<file path="src/rtl/ov7670_pixel_source.sv">
// OV7670-style DVP transmitter: vsync/href/D_data frames in RGB444 from a built-in pattern generator.
// Optional per-frame CRC-16-CCITT output is enabled with `define OV7670_SRC_CRC_EN.
//
// state     | meaning
// ----------+----------------------------------------------------------
// ST_IDLE   | outputs low, waiting for enable
// ST_VSYNC  | vsync high for VSYNC_LINES lines
// ST_VBACK  | blank lines between vsync and first active line
// ST_ACTIVE | V_ACTIVE lines, href high for the first 2*H_ACTIVE bytes
// ST_VFRONT | blank lines after the last active line; frame_done on its last cycle
module ov7670_pixel_source #(
  parameter int H_ACTIVE      = 320,
  parameter int V_ACTIVE      = 240,
  parameter int H_BLANK       = 144,
  parameter int VSYNC_LINES   = 3,
  parameter int V_BACK_LINES  = 17,
  parameter int V_FRONT_LINES = 10
) (
  input  logic        clk,
  input  logic        reset,
  input  logic        enable,
  input  logic [1:0]  pattern_sel,
  input  logic [11:0] solid_rgb,
  output logic        vsync,
  output logic        href,
  output logic [7:0]  D_data,
  output logic        frame_start,
  output logic        frame_done,
  output logic [15:0] frame_count
`ifdef OV7670_SRC_CRC_EN
  ,
  output logic [15:0] frame_crc
`endif
);

  typedef enum logic [2:0] {
    ST_IDLE,
    ST_VSYNC,
    ST_VBACK,
    ST_ACTIVE,
    ST_VFRONT
  } state_t;

  localparam logic [15:0] ACT_BYTES = 16'(2 * H_ACTIVE);
  localparam logic [15:0] LINE_LAST = 16'(2 * H_ACTIVE + H_BLANK - 1);
  localparam logic [15:0] BAR_LAST  = 16'(H_ACTIVE / 8 - 1);
  localparam logic [15:0] VS_LAST   = 16'(VSYNC_LINES - 1);
  localparam logic [15:0] VB_LAST   = 16'(V_BACK_LINES - 1);
  localparam logic [15:0] VA_LAST   = 16'(V_ACTIVE - 1);
  localparam logic [15:0] VF_LAST   = 16'(V_FRONT_LINES - 1);

  state_t      state, nxt_state;
  logic [15:0] col, nxt_col;
  logic [15:0] line, nxt_line, last_line;
  logic [15:0] bar_px, nxt_bar_px;
  logic [2:0]  bar, nxt_bar;
  logic        start_frame, nxt_done, nxt_href;
  logic [1:0]  pat_q;
  logic [11:0] solid_q;
  logic [11:0] rgb;
  logic [7:0]  px_x;
  logic [3:0]  px_y;
  logic [7:0]  nxt_byte;

  function automatic logic [11:0] bar_rgb(input logic [2:0] b);
    case (b)
      3'd0:    return 12'hFFF;
      3'd1:    return 12'hFF0;
      3'd2:    return 12'h0FF;
      3'd3:    return 12'h0F0;
      3'd4:    return 12'hF0F;
      3'd5:    return 12'hF00;
      3'd6:    return 12'h00F;
      default: return 12'h000;
    endcase
  endfunction

  always_comb begin
    case (state)
      ST_VSYNC:  last_line = VS_LAST;
      ST_VBACK:  last_line = VB_LAST;
      ST_ACTIVE: last_line = VA_LAST;
      default:   last_line = VF_LAST;
    endcase
  end

  // Next raster position; outputs are registered from it so they line up with the state registers.
  always_comb begin
    nxt_state   = state;
    nxt_col     = col;
    nxt_line    = line;
    start_frame = 1'b0;
    if (state == ST_IDLE) begin
      if (enable) begin
        nxt_state   = ST_VSYNC;
        nxt_col     = '0;
        nxt_line    = '0;
        start_frame = 1'b1;
      end
    end else if (col != LINE_LAST) begin
      nxt_col = col + 16'd1;
    end else begin
      nxt_col = '0;
      if (line != last_line) begin
        nxt_line = line + 16'd1;
      end else begin
        nxt_line = '0;
        case (state)
          ST_VSYNC:  nxt_state = (V_BACK_LINES > 0) ? ST_VBACK : ST_ACTIVE;
          ST_VBACK:  nxt_state = ST_ACTIVE;
          ST_ACTIVE: nxt_state = ST_VFRONT;
          default: begin
            if (enable) begin
              nxt_state   = ST_VSYNC;
              start_frame = 1'b1;
            end else begin
              nxt_state = ST_IDLE;
            end
          end
        endcase
      end
    end
    nxt_done = (nxt_state == ST_VFRONT) && (nxt_col == LINE_LAST) && (nxt_line == VF_LAST);
    nxt_href = (nxt_state == ST_ACTIVE) && (nxt_col < ACT_BYTES);
  end

  // Colour-bar index tracked incrementally to avoid dividing x by H_ACTIVE/8.
  always_comb begin
    nxt_bar    = bar;
    nxt_bar_px = bar_px;
    if (nxt_col == '0) begin
      nxt_bar    = '0;
      nxt_bar_px = '0;
    end else if (!nxt_col[0] && (nxt_col < ACT_BYTES)) begin
      if (bar_px == BAR_LAST) begin
        nxt_bar_px = '0;
        nxt_bar    = bar + 3'd1;
      end else begin
        nxt_bar_px = bar_px + 16'd1;
      end
    end
  end

  always_comb begin
    px_x = nxt_col[8:1];
    px_y = nxt_line[3:0];
    case (pat_q)
      2'd0:    rgb = solid_q;
      2'd1:    rgb = bar_rgb(nxt_bar);
      2'd2:    rgb = {px_x[3:0], px_y, px_x[7:4]};
      default: rgb = (px_x[3] ^ px_y[3] ^ frame_count[0]) ? 12'hFFF : 12'h000;
    endcase
    if (!nxt_href)
      nxt_byte = 8'h00;
    else if (nxt_col[0])
      nxt_byte = rgb[7:0];
    else
      nxt_byte = {4'h0, rgb[11:8]};
  end

  always_ff @(posedge clk or posedge reset) begin
    if (reset) begin
      state       <= ST_IDLE;
      col         <= '0;
      line        <= '0;
      bar         <= '0;
      bar_px      <= '0;
      pat_q       <= '0;
      solid_q     <= '0;
      vsync       <= 1'b0;
      href        <= 1'b0;
      D_data      <= 8'h00;
      frame_start <= 1'b0;
      frame_done  <= 1'b0;
      frame_count <= '0;
    end else begin
      state       <= nxt_state;
      col         <= nxt_col;
      line        <= nxt_line;
      bar         <= nxt_bar;
      bar_px      <= nxt_bar_px;
      if (start_frame) begin
        pat_q   <= pattern_sel;
        solid_q <= solid_rgb;
      end
      vsync       <= (nxt_state == ST_VSYNC);
      href        <= nxt_href;
      D_data      <= nxt_byte;
      frame_start <= start_frame;
      frame_done  <= nxt_done;
      if (nxt_done)
        frame_count <= frame_count + 16'd1;
    end
  end

`ifdef OV7670_SRC_CRC_EN
  logic [15:0] crc_run;

  function automatic logic [15:0] crc16_step(input logic [15:0] crc, input logic [7:0] data);
    logic [15:0] c;
    c = crc;
    for (int i = 7; i >= 0; i--)
      c = {c[14:0], 1'b0} ^ ((c[15] ^ data[i]) ? 16'h1021 : 16'h0000);
    return c;
  endfunction

  always_ff @(posedge clk or posedge reset) begin
    if (reset) begin
      crc_run   <= '0;
      frame_crc <= '0;
    end else begin
      if (frame_start)
        crc_run <= 16'hFFFF;
      else if (href)
        crc_run <= crc16_step(crc_run, D_data);
      if (frame_done)
        frame_crc <= crc_run;
    end
  end
`endif

endmodule

</file>
<file path="config.mk">
export PLATFORM = sky130hd
export DESIGN_NAME = ov7670_pixel_source
export DESIGN_NICKNAME = d
export VERILOG_FILES = /design/src/rtl/ov7670_pixel_source.sv
export SDC_FILE = /design/constraint.sdc
export NUM_CORES = 1
export LEC_CHECK = 0
export ABC_CLOCK_PERIOD_IN_PS = 3100
export CORE_MARGIN = 3
export CORE_UTILIZATION = 46
export CTS_CLUSTER_SIZE = 28
export DETAILED_ROUTE_END_ITERATION = 10
export GPL_TIMING_DRIVEN = 0
export PLACE_DENSITY = 0.67
export SLEW_MARGIN = 20
export SYNTH_ARGS = -nofsm -noshare
export SYNTH_HDL_FRONTEND = slang
export SYNTH_SLANG_ARGS = --single-unit
</file>
<file path="constraint.sdc">
create_clock -name clk -period 3.1 [get_ports clk]
set_input_delay 0.62 -clock clk [delete_from_list [all_inputs] [get_ports clk]]
set_output_delay 0.62 -clock clk [all_outputs]
set_load 0.01 [all_outputs]
</file>
# Word-level counts from Yosys, hierarchy flattened
# Cells that the tools add are included.
[word_totals]
ff_bits = 96
latch_bits = 0
mem_bits_rw = 0
rom_bits = 0
output_inout_bits = 28
elab_cells = 81
n_memories = 0
[op_classes]
add_sub_neg = 5
multipliers = 0
div_mod_pow = 0
magnitude_cmp = 1
n_eq_ne = 19
shift = 0
mux = 30
bitwise = 2
reduce_logical = 11
[op_table]
columns = ["cell", "n"]
rows = [
  ["16-bit 2-to-1 mux", 10],
  ["12-bit case mux with 7 select lines", 1],
  ["16-bit by 1-bit adder with 16-bit output, second input constant", 4],
  ["12-bit case mux with 3 select lines", 1],
  ["8-bit case mux with 3 select lines", 1],
  ["3-bit 2-to-1 mux", 7],
  ["16-bit by 10-bit == test with 1-bit output, second input constant", 1],
  ["16-bit by 4-bit == test with 1-bit output, second input constant", 1],
  ["16-bit by 6-bit == test with 1-bit output, second input constant", 1],
  ["16-bit logical NOT", 1],
  ["16-bit by 10-bit < comparator with 1-bit output, second input constant", 1],
  ["8-bit 2-to-1 mux", 2],
  ["16-bit by 10-bit inequality test with 1-bit output, second input constant", 1],
  ["16-bit inequality test", 1],
  ["3-bit by 2-bit == test with 1-bit output, second input constant", 5],
  ["3-bit == test, second input constant", 4],
  ["12-bit 2-to-1 mux", 1],
  ["3-bit by 1-bit == test with 1-bit output, second input constant", 3],
  ["3-bit case mux with 3 select lines", 1],
  ["3-bit logical NOT", 2],
  ["1-bit 2-to-1 mux", 6],
  ["1-bit logical AND", 4],
  ["3-bit by 1-bit adder with 3-bit output, second input constant", 1],
  ["3-bit OR reduction", 1],
  ["other kinds (6)", 7],
]

# Depth between registers and ports, before layout
# Gate-level depths: netlist of the first run.
[depth]
ltp_word = 12
depth_mapped = 14
ltp_nobuf = 12

# Least setup slack after synthesis of the first run
# Ideal clock, no wire load.
[synth_timing]
kind = "register to register"
startpoint = "register col[1]"
endpoint = "register frame_count[10]"
setup_ns = 0.126
arrival_time_ns = 3.111
required_time_ns = 2.974
setup_slack_ns = -0.137
stages_incl_launch_ff = 15
cell_sequence = "dfrtp_1 ha_1 and4b_1 buf_2 nand4_1 a221o_1 o21a_1 buf_2 a32o_1 nor4_2 nand2b_1 nor4_4 buf_6 nand3_1 xnor2_1"
[synth_via]
word_cells_on_any_way = 14
classes_between = "1 x add/sub; 4 x eq/ne; 7 x mux; 2 x reduce/logical"
[synth_lines]
columns = ["item", "line_no", "source"]
rows = [
  ["from (decl)", "53", "logic [15:0] col, nxt_col;"],
  ["from (signal assigned)", "178", "col <= nxt_col;"],
  ["16-bit by 10-bit inequality test with 1-bit output", "100", "end else if (col != LINE_LAST) begin"],
  ["16-bit 2-to-1 mux", "100", ""],
  ["16-bit 2-to-1 mux", "93", "if (state == ST_IDLE) begin"],
  ["named net nxt_line[1]", "54", "logic [15:0] line, nxt_line, last_line;"],
  ["16-bit by 4-bit == test with 1-bit output", "123", "nxt_done = (nxt_state == ST_VFRONT) && (nxt_col == LINE_LAST) && (nxt_line == VF_LAST);"],
  ["1-bit logical AND", "123", ""],
  ["to (signal assigned)", "192", "frame_count <= frame_count + 16'd1;"],
  ["to (decl)", "29", "output logic [15:0] frame_count"],
]
# The timed path passes the listed nets, and every way through them passes these cells.
# A chain may end at the register's enable or synchronous reset.

# Worst setup path after layout of the first run
[layout_timing]
startpoint = "register col[1]"
endpoint = "register frame_count[6]"
# Same word-level chain as after synthesis.

==> flow_summary_export.csv, run 1 <==
group,metric,value,unit
run_status,status,"finished with violations",
run_status,violations,"negative setup slack",
synthesis,synth-compound-area-share,0.156,
detailed_routing,via_per_inst,6.06,
timing,finClkSkew,6.19,ps
worst_setup_path,crit_path_top_delay_cell,"or3b_4",
worst_setup_path,path_cells,"ha_4 -> buf_4 -> and3_1 -> nand2b_1 -> or3_4 -> o211ai_1 -> nand3_1 -> nand2b_1 -> or3b_4 -> nor4_4 -> buf_6 -> buf_6 -> nand3_4 -> xnor2_2",
detailed_routing,dr_total_vias,5509,
worst_setup_path,worst-endpoint-required,3340,ps
synthesis,netlist.area_leader.share,0.420,
pwr,leakage,3.15,nW
timing,finalSetupViolCount,30,
synthesis,synth_nets,656,
cts,numCtsBuffers,9,
synthesis,ys_types,69,
timing,max_freq,303,MHz
final_layout,multi_input_area,3480,µm²
detailed_routing,drt-initial-drc-count,573,
synthesis,synth_edf_count,0,
synthesis,avgSynthCellArea,9.03,µm²
placed_design,gp_congestion,0.915,
synthesis,synth_ff_type,"dfrtp_1",
worst_setup_path,worst_setup_path_end_kind,"flop",
synthesis,netlist_top_cells_area,"dfrtp_1, nor2_1, o21ai_0, nand2_1, mux2_2",
cts,cts_buffer_depth,2,
timing,grt_setup_unrepaired,"true",
placed_design,placed_area,6460,µm²
timing,setup_ws,-205,ps
final_layout,drive_gt1_frac,0.266,
worst_setup_path,cpPeakStageDelay,420,ps
worst_setup_path,reg2reg_slack,-210,ps
floorplan,die_area,13800,µm²
final_layout,fillerInstances,1027,
final_layout,seqCellArea,2410,µm²
pwr,seqPwrFrac,0.417,
synthesis,yosys_warnings,0,
synthesis,synthSimpleGateAreaFrac,0.273,
global_routing,grt_pass1_vias,5323,
timing,fin_crit,3310,ps
pwr,peakVddDrop,0.324,mV
synthesis,synth_top_family_by_area,"simple AND/OR/NAND/NOR gates",
floorplan,core_area,12100,µm²
global_routing,grt_pass1_wl,27.4,mm
worst_setup_path,reg2reg_depth,14,
synthesis,async_reset_ff_frac,1.00,
detailed_routing,drt_pass1_iterations,5,
cts,cts_tree,"done",
pwr,swShare,0.349,
synthesis,yosys.area.top_type,"dfrtp_1",
timing,timing.slew.headroom,0.634,
final_layout,fin_area,7600,µm²
global_routing,track_usage,0.241,
pwr,clockPowerShare,0.296,
pwr,power.density,481,nW/µm²
final_layout,final_core_util,0.628,
worst_setup_path,cp.arrival,3540,ps
timing,final_max_slew_viol_count,0,
synthesis,yosys.area_share.adder,0.0109,
synthesis,syn_inst,634,
min_path,hold_depth,1,
min_path,hold_path.startpoint,"frame_count[15]",
worst_setup_path,cp.buffers_inverters,3,
synthesis,ys_seq_elements,96,
detailed_routing,wl_per_cell,18.5,µm
worst_setup_path,crit_type,"flop to flop",
detailed_routing,wl,16.8,mm
floorplan,dieHeight,118,µm
timing,hold_ws,485,ps
worst_setup_path,critPathTopFamily,"simple AND/OR/NAND/NOR gates",
floorplan,start_util,0.473,
timing,finalHoldViolCount,0,
global_routing,overflow,0,
floorplan,rows,40,
synthesis,synth-seq-area-share,0.420,
pwr,power_switching,1.28,mW
cts,clock_sinks,96,
pwr,internal-power,2.38,mW
job,timing.max_cap.violations,0,
worst_setup_path,reg2reg_from,"col[1]",
placed_design,post-place-ws,-1060,ps
pwr,combPwrFrac,0.287,
detailed_routing,antenna_left,0,
timing,fin_crit_sh,1.07,
min_path,hold_path_class,"flop to flop",
floorplan,die_x,118,µm
worst_setup_path,r2r_end,"frame_count[6]",
placed_design,portBuffers,44,
floorplan,io_pins,45,
synthesis,yosysMostFrequentCell,"dfrtp_1",
synthesis,muxShareOfSynthArea,0.0518,
global_routing,antenna_found_initial,1,
synthesis,synth_xor_area_frac,0.0444,
min_path,hold_end,"frame_count[15]",
cts,root_buffer,"clkbuf_16",
final_layout,nets,758,
cts,h-tree-depth,3,
final_layout,areaGrowthSynthToFinish,32.8,%
placed_design,dp_hpwl,11.3,mm
cts,path_clk_slew,70,ps
global_routing,grt_max_degree,35,
synthesis,syn_area,5730,µm²
worst_setup_path,crit_fanout,7,
cts,clock_latency,350,ps
synthesis,synth_common_cells,"dfrtp_1, nor2_1, nand2_1, o21ai_0, nand3_1",
detailed_routing,drc,0,
final_layout,antenna_cells,0,
timing,worst_pin_slew,544,ps
worst_setup_path,cp-start-kind,"flop",
[cell usage in the layout, fill, tap and decap left out, drive strengths merged, types with 4 or more instances in the layout]
master and n:
nand2b 13, nor2b 8, or4 6, or3 6, a21oi 25, o31ai 7
o211ai 4, mux2i 6, a31oi 15, nor4 19, mux2 17, nor3 19
xor2 9, dfrtp 96, nand2 53, nand3 34, and4 6, nor2 57
ha 5, and2 4, clkdlybuf4s50 43, buf 75, o21ai 46, and3 13
nand4 30, xnor2 20, a211oi 5, o21a 5, nor4b 4, clkbuf 19
inv 21
[metal layers]
layer,global-route usage,part of all wire,routed length (µm),vias up
met4,0.0842,0.027,456,2
met2,0.357,0.45,7530,250
met5,0,0.00077,13,-
met3,0.0529,0.066,1110,47
met1,0.348,0.46,7730,2644
li1,-,-,-,2566
[worst register-to-register path, delay by kind of cell (launching register included)]
kind / cells / cell delay [ps]
buf+inv: 3 / 420
xor+xnor: 1 / 140
simple gates: 8 / 1890
flops: 1 / 400
fa+ha+maj: 1 / 160
compound gates: 1 / 180
[registers in the layout, indices dropped and copies added (netlist names)]
name and count:
vsync 1, bar_px 16, frame_count 16, line 16
state 3, href 1, frame_start 1, solid_q 12
col 16, pat_q 2, bar 3, frame_done 1
D_data 8
[worst max path at each step]
stage	start	end	depth (start not counted)
after floorplan	col[1]	frame_count[10]	14
after global placement	enable	D_data[3]	10
after global routing	col[1]	frame_count[7]	15
after CTS	col[0]	frame_count[10]	15
final	col[1]	frame_count[6]	14
after detailed placement	enable	D_data[2]	10
[timing repair]
item,in CTS,in global routing
hold buffers,0,0
pin swaps,38,22
setup endpoints to repair,53,46
gates resized for setup,100,31
gates cloned,2,0
setup buffers,36,9
[layout make-up]
| type | instances | share of cell area |
|---|---|---|
| Clock inverter | 6 | 0.00625 |
| Inverter | 18 | 0.00938 |
| Tap cell | 168 | 0.0276 |
| Multi-Input combinational cell | 483 | 0.458 |
| Clock buffer | 10 | 0.0301 |
| Sequential cell | 96 | 0.317 |
| Timing Repair Buffer | 93 | 0.119 |
| Buffer | 35 | 0.0326 |
[power groups by stage]
stage	logic (mW)	clock network [mW]	registers, mW
2_1_floorplan	0.621	0	1.49
3_3_place_gp	0.806	0	1.53
3_5_place_dp	0.834	0	1.53
4_1_cts	0.981	1.09	1.51
5_1_grt	1.14	1.14	1.54
6_report	1.05	1.08	1.53
[stage by stage]
stage / power, mW / cells / setup TNS (ps)
3_3_place_gp: 2.33 / 846 / -36130
5_1_grt: 3.83 / 909 / -8570
2_1_floorplan: 2.11 / 634 / -255
6_report: 3.66 / 909 / -4210
3_5_place_dp: 2.37 / 849 / -35610
4_1_cts: 3.59 / 900 / -1990
[kinds of logic (layout without fill, tap and decap cells)]
family	after synthesis	after routing
AOI/OAI and AO/OA	139	139
xor gates and xnor gates	29	29
adders and majority gates	5	5
buffers and inverters	56	162
DFF	96	96
muxes	25	25
and+or+nand+nor	284	285
Power figures use the tool's default switching activity.
==> run 2, diff against run 1 <==
--- a/config.mk
+++ b/config.mk
@@ -6,7 +6,6 @@
 export NUM_CORES = 1
 export LEC_CHECK = 0
 export ABC_CLOCK_PERIOD_IN_PS = 3100
-export CORE_MARGIN = 3
 export CORE_UTILIZATION = 46
 export CTS_CLUSTER_SIZE = 28
 export DETAILED_ROUTE_END_ITERATION = 10
==> flow_summary_export.csv, run 2 (synthesis results as in run 1) <==
group,metric,value,unit
run_status,status,"finished with violations",
run_status,violations,"negative setup slack",
timing,finClkSkew,9.25,ps
placed_design,portBuffers,44,
worst_setup_path,reg2reg_slack,-210,ps
timing,setup_ws,-212,ps
global_routing,top_usage_layer,"met2",
worst_setup_path,worst-endpoint-required,3340,ps
floorplan,core_area,12100,µm²
final_layout,final_common_cell,"dfrtp_1",
worst_setup_path,cp.arrival,3550,ps
worst_setup_path,worst_setup_path_end_kind,"flop",
pwr,power.density,483,nW/µm²
detailed_routing,via_per_inst,6.16,
timing,timing.slew.headroom,0.667,
global_routing,grt_pass1_vias,5203,
cts,clock_sinks,96,
cts,cts_buffer_depth,2,
global_routing,use_met1,0.371,
worst_setup_path,cp-start-kind,"flop",
job,timing.max_cap.violations,0,
detailed_routing,dr_total_vias,5578,
detailed_routing,drt_pass1_iterations,5,
final_layout,final_cell_mix,"dfrtp_1, nand2_1, nor2_1, clkdlybuf4s50_1, buf_4",
placed_design,gp_congestion,0.925,
worst_setup_path,crit_fanout,10,
detailed_routing,drc,0,
cts,clock_latency,360,ps
floorplan,start_util,0.475,
cts,numCtsBuffers,9,
worst_setup_path,critPathTopFamily,"simple AND/OR/NAND/NOR gates",
final_layout,fin_area,7590,µm²
global_routing,antenna_found_initial,0,
floorplan,die_area,12900,µm²
cts,cts_tree,"done",
timing,fin_crit,3310,ps
detailed_routing,wl,17.0,mm
global_routing,grt_pass1_wl,26.8,mm
timing,max_freq,302,MHz
cts,h-tree-depth,3,
timing,finalHoldViolCount,0,
timing,grt_setup_unrepaired,"true",
detailed_routing,drt-initial-drc-count,570,
min_path,hold_path_class,"flop to flop",
timing,final_max_slew_viol_count,0,
timing,fin_crit_sh,1.07,
floorplan,io_pins,45,
cts,cts_hold_buf,0,
detailed_routing,antenna_left,0,
timing,finalSetupViolCount,23,
placed_design,post-place-ws,-1160,ps
worst_setup_path,crit_path_top_delay_cell,"or4_4",
floorplan,dieHeight,114,µm
final_layout,areaGrowthSynthToFinish,32.6,%
global_routing,use_met2,0.410,
detailed_routing,wl_per_cell,18.7,µm
worst_setup_path,crit_type,"flop to flop",
timing,worst_pin_slew,500,ps
pwr,leakage,3.11,nW
floorplan,rows,40,
placed_design,placed_area,6460,µm²
global_routing,track_usage,0.269,
worst_setup_path,cp.buffers_inverters,3,
global_routing,overflow,0,
final_layout,nets,755,
floorplan,die_x,114,µm
worst_setup_path,cpPeakStageDelay,540,ps
cts,path_clk_slew,60,ps
global_routing,grt_max_degree,36,
final_layout,drive_gt1_frac,0.266,
final_layout,antenna_cells,0,
placed_design,dp_hpwl,11.4,mm
pwr,power.total,3.67,mW
worst_setup_path,path_cells,"buf_4 -> or3_4 -> clkbuf_8 -> a31o_2 -> a22o_4 -> o311ai_2 -> nand4_1 -> buf_6 -> mux2i_2 -> or4_4 -> o21ai_2 -> nor3_2",
global_routing,use_met3,0.0510,
cts,root_buffer,"clkbuf_16",
pwr,peakVddDrop,0.370,mV
-- run 2: changes by cell type in the layout (fill, tap and decap cells not counted), sizes merged --
cell and delta:
buf -5, dlymetal6s2s -1, clkinv +1, inv -3, nor2 -1, dlygate4sd2 +1, clkbuf +5
-- run 2: final timing paths --
check | start | to | cells after the start
min in group asynchronous | reset | bar_px[12] | 2
worst max-delay path | state[0] | D_data[1] | 12
worst min register to register | frame_count[15] | frame_count[15] | 1
max in group asynchronous | reset | col[3] | 3
worst max register to register | state[0] | D_data[1] | 12
worst min-delay path | frame_count[15] | frame_count[15] | 1
-- run 2: layout make-up --
cell class                 count  area (µm²)
buffer                        35         249
clock buffer                  12         236
clock inverter                 4        30.0
fill                         993        4470
inverter                      18        71.3
multi-input combinational    482        3510
sequential                    96        2410
tap                          168         210
timing repair buffer          91         881
-- run 2: metrics by stage --
step	TNS, ps	hold WS [ps]	utilization	instances
after floorplan	-255	473	-	634
after global placement	-40570	467	0.530	846
after detailed placement	-40460	473	0.536	849
after CTS	-1590	490	0.603	893
after global routing	-5920	496	0.630	906
final	-2420	487	0.630	906
-- run 2: layer usage --
metal / vias up / routed length (µm) / part of all wire
met4: 0 / 506 / 0.030
met5: - / 0 / 0
met2: 265 / 7840 / 0.46
met3: 45 / 1330 / 0.078
met1: 2717 / 7300 / 0.43
li1: 2551 / - / -
-- run 2: where the power goes --
| part | total, mW | internal [mW] | switching, mW | leakage, nW |
|---|---|---|---|---|
| Clock | 1.04 | 0.548 | 0.489 | 0.127 |
| Combinational | 1.10 | 0.466 | 0.630 | 1.73 |
| Sequential | 1.53 | 1.38 | 0.149 | 1.26 |
| Total | 3.67 | 2.40 | 1.27 | 3.11 |
-- run 2: timing repair --
action / CTS / global route
pin swaps: 21 / 23
hold endpoints to repair: 0 / 0
resized for setup: 85 / 56
setup endpoints to repair: 55 / 49
cloned: 0 / 2
buffers inserted: 30 / 12
==> run 3, diff against run 2 <==
--- a/config.mk
+++ b/config.mk
@@ -9,8 +9,9 @@
 export CORE_UTILIZATION = 46
 export CTS_CLUSTER_SIZE = 28
 export DETAILED_ROUTE_END_ITERATION = 10
+export DONT_BUFFER_PORTS = 1
 export GPL_TIMING_DRIVEN = 0
-export PLACE_DENSITY = 0.67
+export PLACE_DENSITY = 0.62
 export SLEW_MARGIN = 20
 export SYNTH_ARGS = -nofsm -noshare
 export SYNTH_HDL_FRONTEND = slang
==> flow_summary_export.csv, run 3 (synthesis results as in run 1) <==
group,metric,value,unit
run_status,status,"finished with violations",
run_status,violations,"negative setup slack",
final_layout,nets,729,
detailed_routing,antenna_left,0,
floorplan,dieHeight,114,µm
cts,path_clk_slew,80,ps
global_routing,overflow,0,
detailed_routing,drc,0,
floorplan,core_area,12100,µm²
timing,fin_crit_sh,1.08,
timing,worst_pin_slew,665,ps
global_routing,grt_pass1_vias,5206,
placed_design,gp_congestion,0.915,
cts,numCtsBuffers,9,
timing,timing.slew.headroom,0.552,
detailed_routing,wl,17.0,mm
timing,grt_setup_unrepaired,"true",
timing,final_max_slew_viol_count,0,
detailed_routing,drt-initial-drc-count,413,
timing,tns,-4130,ps
global_routing,antenna_found_initial,0,
pwr,seqPwrFrac,0.414,
worst_setup_path,r2r_end,"frame_count[14]",
cts,cts_buffer_depth,2,
final_layout,fin_area,7410,µm²
cts,h-tree-depth,3,
cts,clock_latency,360,ps
detailed_routing,met3WireLength,1.22,mm
pwr,peakVddDrop,0.407,mV
pwr,leakage,3.12,nW
final_layout,final_common_cell,"dfrtp_1",
pwr,combPwrFrac,0.289,
detailed_routing,dr.max_layer_used,"met4",
detailed_routing,dr_total_vias,5420,
worst_setup_path,cp-start-kind,"flop",
timing,finClkSkew,11.2,ps
timing,finalHoldViolCount,0,
floorplan,start_util,0.475,
worst_setup_path,reg2reg_from,"col[10]",
job,timing.max_cap.violations,0,
pwr,clockPowerShare,0.298,
cts,cts_hold_buf,0,
placed_design,placed_area,6020,µm²
cts,clock_sinks,96,
global_routing,track_usage,0.263,
final_layout,final_cell_mix,"dfrtp_1, buf_4, nor2_1, nand2_1, o21ai_0",
timing,finalSetupViolCount,26,
global_routing,grt_pass1_wl,26.5,mm
worst_setup_path,crit_fanout,6,
placed_design,dp_hpwl,11.2,mm
cts,root_buffer,"clkbuf_16",
placed_design,portBuffers,0,
global_routing,grt_max_degree,36,
detailed_routing,via_per_inst,6.16,
detailed_routing,drt_pass1_iterations,5,
floorplan,rows,40,
floorplan,die_area,12900,µm²
worst_setup_path,reg2reg_depth,14,
detailed_routing,wl_per_cell,19.3,µm
worst_setup_path,crit_type,"flop to flop",
cts,cts_tree,"done",
floorplan,io_pins,45,
floorplan,die_x,114,µm
detailed_routing,m1WireLength,7.46,mm
pwr,power.density,499,nW/µm²
final_layout,drive_gt1_frac,0.319,
pwr,swShare,0.356,
pwr,internal-power,2.38,mW
final_layout,fillerInstances,991,
pwr,power_switching,1.32,mW
timing,fin_crit,3360,ps
worst_setup_path,worst-endpoint-required,3340,ps
final_layout,antenna_cells,0,
worst_setup_path,cp.arrival,3590,ps
worst_setup_path,reg2reg_slack,-260,ps
final_layout,areaGrowthSynthToFinish,29.5,%
timing,setup_ws,-256,ps
worst_setup_path,worst_setup_path_end_kind,"flop",
detailed_routing,wl_met2,7.74,mm
min_path,hold_path_class,"input port to asynchronous set/reset pin",
timing,max_freq,298,MHz
run 3: changes by cell type in the layout (fill, tap and decap cells not counted), moves of 4 or more:
cell	delta
nand2_1	-4
o21ai_1	-4
buf_4	+19
nand3_2	+4
nand2_4	+4
nand3_1	-4
clkdlybuf4s50_1	-43
run 3: area by class of cell:
cell class / count / area (µm²) / share of cell area
Buffer: 35 / 249 / 0.0336
Timing Repair Buffer: 65 / 576 / 0.0777
Sequential cell: 96 / 2410 / 0.325
Clock buffer: 9 / 225 / 0.0304
Tap cell: 168 / 210 / 0.0284
Clock inverter: 7 / 63.8 / 0.00861
Multi-Input combinational cell: 482 / 3610 / 0.487
Inverter: 18 / 71.3 / 0.00962
run 3: worst max-delay path: stages, from the launching register on:
cell,delay (ps)
dfrtp_2,470
nor4_4,380
nand4_1,220
a221o_1,350
buf_4,160
buf_4,130
o31a_1,280
a31o_4,230
nor4_4,140
nand2b_1,130
nor4_4,150
buf_6,190
buf_6,110
nand4_1,110
xnor2_1,160
run 3: how the worst max path moves through the flow:
| stage | from | end | slack [ps] | depth (start not counted) |
|---|---|---|---|---|
| after floorplan | col[1] | frame_count[10] | -50 | 14 |
| after global placement | col[1] | D_data[2] | -1010 | 14 |
| after detailed placement | col[1] | D_data[2] | -1130 | 14 |
| after CTS | col[0] | frame_count[1] | -220 | 14 |
| after global routing | col[10] | frame_count[4] | -360 | 14 |
| final | col[10] | frame_count[14] | -260 | 14 |
run 3: power groups by stage:
stage | sequential, mW | combinational [mW] | clock (mW)
2_1_floorplan | 1.49 | 0.621 | 0
3_3_place_gp | 1.53 | 0.785 | 0
3_5_place_dp | 1.53 | 0.819 | 0
4_1_cts | 1.51 | 0.955 | 1.13
5_1_grt | 1.54 | 1.15 | 1.17
6_report | 1.53 | 1.07 | 1.10
run 3: metal layers:
layer,track usage,vias up
li1,-,2494
met1,0.355,2638
met2,0.405,244
met3,0.0526,44
met4,0.132,0
met5,0,-
run 3: timing repair:
action	in CTS	in global routing
resized for setup	102	52
setup buffers	38	24
setup endpoints to repair	54	49
gates cloned	1	0
pin swaps	46	29
run 3: stage by stage:
step	instances	hold WS [ps]	worst slack [ps]	power, mW	util
2_1_floorplan	634	473	-52.1	2.11	-
3_3_place_gp	802	492	-1010	2.31	0.494
3_5_place_dp	805	496	-1130	2.35	0.499
4_1_cts	858	156	-222	3.60	0.581
5_1_grt	880	179	-362	3.86	0.615
6_report	880	155	-256	3.70	0.615
